===== config.mk =====
export PLATFORM = sky130hd
export DESIGN_NAME = des_expand_pipe
export DESIGN_NICKNAME = d
export VERILOG_FILES = /design/src/rtl/des_expand_pipe.sv
export SDC_FILE = /design/constraint.sdc
export NUM_CORES = 1
export LEC_CHECK = 0
export BUFFER_PORTS_ARGS = -buffer_cell sky130_fd_sc_hd__buf_2
export CORE_MARGIN = 8
export CORE_UTILIZATION = 52
export DETAILED_ROUTE_END_ITERATION = 7
export HOLD_SLACK_MARGIN = 0.1
export PLACE_DENSITY = 0.91
export SLEW_MARGIN = 25
export SYNTH_ARGS = -nofsm -noshare
export SYNTH_HDL_FRONTEND = slang
export SYNTH_SLANG_ARGS = --single-unit

===== constraint.sdc =====
create_clock -name clk -period 2.3 [get_ports clk]
set_clock_uncertainty 0.05 [all_clocks]
set_input_delay 0.46 -clock clk [delete_from_list [all_inputs] [get_ports clk]]
set_output_delay 0.46 -clock clk [all_outputs]
set_load 0.05 [all_outputs]

===== src/rtl/des_expand_pipe.sv =====
// DES E-expansion (32 -> 48 bits per lane) with optional subkey XOR,
// followed by an elastic valid/ready register pipeline of STAGES deep.
// Lane l sits at bus bits [32l+31:32l] (data), [48l+47:48l] (key/result);
// within a lane DES bit 0 is the lane MSB.

// Per-lane combinational expansion and key mix.
module des_expand_lane (
    input  logic [31:0] d,
    input  logic [47:0] key,
    input  logic        mode,
    output logic [47:0] r
);
    logic [47:0] e;

    // DES bit i maps to vector bit 31-i (data) / 47-i (expanded).
    for (genvar g = 0; g < 8; g++) begin : g_grp
        assign e[47-6*g]        = d[31-((4*g+31)%32)];
        assign e[46-6*g -: 4]   = d[31-4*g -: 4];
        assign e[42-6*g]        = d[31-((4*g+4)%32)];
    end

    assign r = mode ? (e ^ key) : e;
endmodule

module des_expand_pipe #(
    parameter int LANES  = 1,
    parameter int STAGES = 2
) (
    input  logic                clk,
    input  logic                rst_n,
    input  logic                flush,
    input  logic                in_valid,
    output logic                in_ready,
    input  logic                in_mode,
    input  logic [LANES*32-1:0] in_data,
    input  logic [LANES*48-1:0] in_key,
    output logic                out_valid,
    input  logic                out_ready,
    output logic [LANES*48-1:0] out_data
);
    localparam int W = LANES*48;

    logic [W-1:0]              res;
    logic [STAGES-1:0]         vld;
    logic [STAGES-1:0]         adv;
    logic [STAGES-1:0]         prv_vld;
    logic [STAGES-1:0][W-1:0]  dat;
    logic [STAGES-1:0][W-1:0]  prv_dat;
    logic                      fire;

    for (genvar l = 0; l < LANES; l++) begin : g_lane
        des_expand_lane u_lane (
            .d    (in_data[32*l +: 32]),
            .key  (in_key[48*l +: 48]),
            .mode (in_mode),
            .r    (res[48*l +: 48])
        );
    end

    // A stage can take new contents when the output drains or any stage
    // from here to the tail is empty (bubbles collapse toward the output).
    for (genvar s = 0; s < STAGES; s++) begin : g_adv
        assign adv[s] = out_ready || !(&vld[STAGES-1:s]);
    end

    assign in_ready  = !flush && adv[0];
    assign fire      = in_valid && in_ready;
    assign out_valid = vld[STAGES-1];
    assign out_data  = dat[STAGES-1];

    for (genvar s = 0; s < STAGES; s++) begin : g_stage
        if (s == 0) begin : g_head
            assign prv_vld[s] = fire;
            assign prv_dat[s] = res;
        end else begin : g_body
            assign prv_vld[s] = vld[s-1];
            assign prv_dat[s] = dat[s-1];
        end

        // Stage register: flush drops valids only; data loads with a valid beat.
        always_ff @(posedge clk or negedge rst_n) begin
            if (!rst_n) begin
                vld[s] <= 1'b0;
                dat[s] <= '0;
            end else if (flush) begin
                vld[s] <= 1'b0;
            end else if (adv[s]) begin
                vld[s] <= prv_vld[s];
                if (prv_vld[s]) dat[s] <= prv_dat[s];
            end
        end
    end
endmodule


# == Word level (Yosys, flattened, before mapping) ==
# Index checks and enable logic that the tools add are counted.
# word_totals
word_cells,23
input_bits,86
reg_bits,98
# classes
n_mux,5
n_reduce_logical,12
bitwise_logic,2
# op_table
operator,n
$mux 48,1
$xor 48x48->48,1
$reduce_and 3->1,2
$mux 1,4
$reduce_bool 2->1,2
$logic_not 1->1,3
$logic_and 1x1->1,2
$logic_or 1x1->1,2
$reduce_and 2->1,1
$not 1->1,1

# == Logic depth before layout (Yosys ltp) ==
# depth
word_depth,7
depth_mapped,5
depth_no_buf,3

# == Cells and area by module ==
# Synthesis repeated with hierarchy kept, for this count alone.
# unflattened
hier_cells,362
area_unflattened_um2,4773.3
# modules_own_cells
mod,instances,area_per_inst_um2,cells_each
des_expand_pipe,1,4132.7,261
des_expand_lane,1,640.6,101

# == Worst setup path before layout ==
# No wires, ideal clock.
# synth_timing
path_type,register to output
start,"register vld[1], in the netlist out_valid"
end,output in_ready
slack_ns,0.316
n_path_buf,0
stages_incl_launch_ff,3
t_required_ns,1.790
t_arrival_ns,1.474
cell_sequence,dfrtp_1 > and3b_1 > nor2_1
# synth_between
elab_chain_cells,4
# synth_rtl
item,line,text
"start, declared",44,logic [STAGES-1:0] vld;
"start signal, assigned by index",88,vld[s] <= prv_vld[s];
$reduce_and 2->1,63,assign adv[s] = out_ready || !(&vld[STAGES-1:s]);
$logic_not 1->1,63,
$logic_or 1x1->1,63,
$logic_and 1x1->1,66,assign in_ready = !flush && adv[0];
"end, declared",33,"output logic in_ready,"
# Every way passes these cells.

# == Worst setup path in the final report ==
# layout_timing
start,"register vld[1], in the netlist out_valid"
end,register dat[33] (netlist name)
# layout_between
elab_chain_cells,6
# layout_rtl
item,line,text
$reduce_and 2->1 *,63,
$logic_not 1->1 *,63,
$logic_or 1x1->1 *,63,
$logic_and 1x1->1,66,
$logic_and 1x1->1,67,assign fire = in_valid && in_ready;
$reduce_and 3->1 (no source line) *,n/a,
"end signal, assigned by index",89,if (prv_vld[s]) dat[s] <= prv_dat[s];
"end, declared",47,logic [STAGES-1:0][W-1:0] dat;
# Every way passes the cells marked *; elsewhere a longest branch is shown, timed or not.
# A chain may end at the register's enable or synchronous reset.

==> flow_summary.json <==
{
  "num-fill-cells": 693,
  "drv_slew": 0,
  "seq_area_um2": 2450,
  "postCtsSetupBuffers": 0,
  "critical_path_arrival_ns": 2.12,
  "grt_pass1_wl_mm": 15.4,
  "port_buffers": 135,
  "finalHoldViolCount": 0,
  "via_per_inst": 4.93,
  "slowest_delay_ns": 0.73,
  "cp_data_required_time_ns": 2.48,
  "cpMaxStageDelayCell": "or3b_4",
  "holdCritPathClass": "in2reg",
  "syn_inst": 362,
  "die_area_um2": 12400,
  "outcome": "complete, no violations",
  "start_util_pct": 53.7,
  "power_density_nw_per_um2": 1080,
  "layout-drive-gt1-share_pct": 55.4,
  "clk_latency_ns": 0.35,
  "clk_pin_slew_worst_paths_ns": 0.10,
  "avgSynthCellArea_um2": 13.0,
  "grt_overflow": 0,
  "crit_fanout": 48,
  "min_from": "flush",
  "cts_buffer_depth": 2,
  "dp_hpwl_mm": 6.81,
  "drcViolationCount": 0,
  "min_period_ns": 1.94,
  "tns_ns": 0,
  "reg2reg_from": "out_valid",
  "place_inst": 548,
  "cts_hold_buf": 1,
  "crit_type": "reg2reg",
  "antenna_found_initial": 0,
  "fin_nets": 538,
  "critPathCaptureType": "register",
  "final_util_pct": 61.2,
  "max_clock_freq_ghz": 0.516,
  "cts_tree": "yes",
  "maxCapViolCount": 0,
  "grt_max_degree": 54,
  "fin_area_um2": 5360,
  "clock_sinks": 98,
  "fin_crit_sh_pct": 84.2,
  "num_rows": 34,
  "ys_ff_latch": 98,
  "relSlewSlack_pct": 41.0,
  "leakage_nw": 2.59,
  "vias": 2787,
  "worstMarginPinSlew_ns": 0.886,
  "syn-cell-area_um2": 4710,
  "ir_drop_v": 0.000565,
  "drtPass1Iterations": 4,
  "setup_viol": 0,
  "gp_congestion": 0.716,
  "ys_seq_area_share_pct": 52.1,
  "detail-route-antenna-nets": 0,
  "pin_count": 136,
  "rsz0062_at_grt": "false",
  "cp-start-kind": "register",
  "syn_to_final_growth_pct": 13.9,
  "die_h_um": 111,
  "core_area_um2": 8760,
  "yosysWarnings": 0,
  "post_dp_cell_area_um2": 5150,
  "grt_pass1_vias": 3062,
  "drt_first_iter_violations": 53,
  "multi_input_area_um2": 1810,
  "cts_resized": 0,
  "numCtsBuffers": 9,
  "rrSetupSlack_ns": 0.36,
  "finalPower_w": 0.00580,
  "htreeDepth": 3,
  "crit_chain": "and3b_1, or3b_4, mux2_2",
  "synth_nets": 448,
  "grt_use_total_pct": 15.1,
  "ys_types": 16,
  "instances_no_fill": 565,
  "startpoint": "out_valid",
  "wl_mm": 9.04,
  "diodes": 0,
  "wl_per_cell_um": 16.0,
  "dieWidth_um": 111,
  "clockRootBuffer": "clkbuf_8"
}
through the flow:
step / setup slack [ns] / hold WS [ns]
after detailed placement: 0.118 / 0.295
after floorplan: 0.316 / 0.114
final: 0.364 / 0.257
after CTS: 0.325 / 0.228
after global routing: 0.271 / 0.230
after global placement: 0.207 / 0.295
routing by layer:
metal	track usage, %	routed length [µm]	part of all wire, %	vias to the layer above
met5	0	0	0	-
met4	5.16	131	1.4	0
met3	4.98	576	6.4	12
met2	24.2	4270	47	97
met1	18.8	4060	45	1363
li1	-	-	-	1315
synth_stat cells:
library cell / number / share of area [%]
a21oi_1: 1 / 0.11
and3b_1: 1 / 0.19
buf_2: 5 / 0.53
buf_4: 48 / 7.7
buf_6: 3 / 0.72
clkbuf_1: 7 / 0.56
dfrtp_1: 98 / 52
inv_1: 1 / 0.080
mux2_2: 76 / 18
mux2_4: 20 / 6.4
nand2_1: 48 / 3.8
nand2b_1: 1 / 0.13
nand3b_1: 1 / 0.16
nor2_1: 3 / 0.24
or3b_4: 1 / 0.24
xnor2_1: 48 / 8.9
layout make-up:
type                            count  share of cell area, %
Timing Repair Buffer              142                   14.1
Inverter                            1                 0.0700
Sequential cell                    98                   45.7
Multi-Input combinational cell    200                   33.7
Clock inverter                      5                   1.19
Clock buffer                       11                   2.64
Tap cell                          108                   2.52
final timing paths:
path,end,cells after the start
worst max register to register,dat[33],3
max in group asynchronous,dat[38],3
worst min register to register,out_data[45],1
min in group asynchronous,out_data[45],2
worst max-delay path,dat[33],3
worst min-delay path,out_valid,2
cells by family after synthesis:
kind of cell / count (synthesis) / synth area share, %
compound gates: 1 / 0.106
xor+xnor: 48 / 8.93
buf+inv: 64 / 9.54
flops: 98 / 52.1
mux: 96 / 24.6
simple gates: 55 / 4.78
critical path: cells and delay by family (launching register included):
kind	cells	cell delay [ns]
flops	1	0.39
simple gates	2	0.94
mux	1	0.42
sequential cells by signal, indices dropped and copies added (netlist names):
name and flops:
dat 48, out_data 48, prv_vld 1, out_valid 1
cells in the final DEF, fill, tap and decap left out, drive strengths merged:
cell type / count
mux2: 96
clkbuf: 11
bufinv: 1
nor2: 3
and3b: 1
xnor2: 48
clkinvlp: 1
clkinv: 3
nand3b: 1
nand2: 48
dlygate4sd3: 1
dfrtp: 98
inv: 1
buf: 141
a21oi: 1
nand2b: 1
or3b: 1
where the power goes:
group          switching, W  internal (W)  total, W
logic               0.00150      0.000735   0.00224
registers          0.000241       0.00219   0.00243
clock network      0.000583      0.000539   0.00112
total               0.00233       0.00347   0.00580
Note: power is estimated with default switching activity, not from simulation.
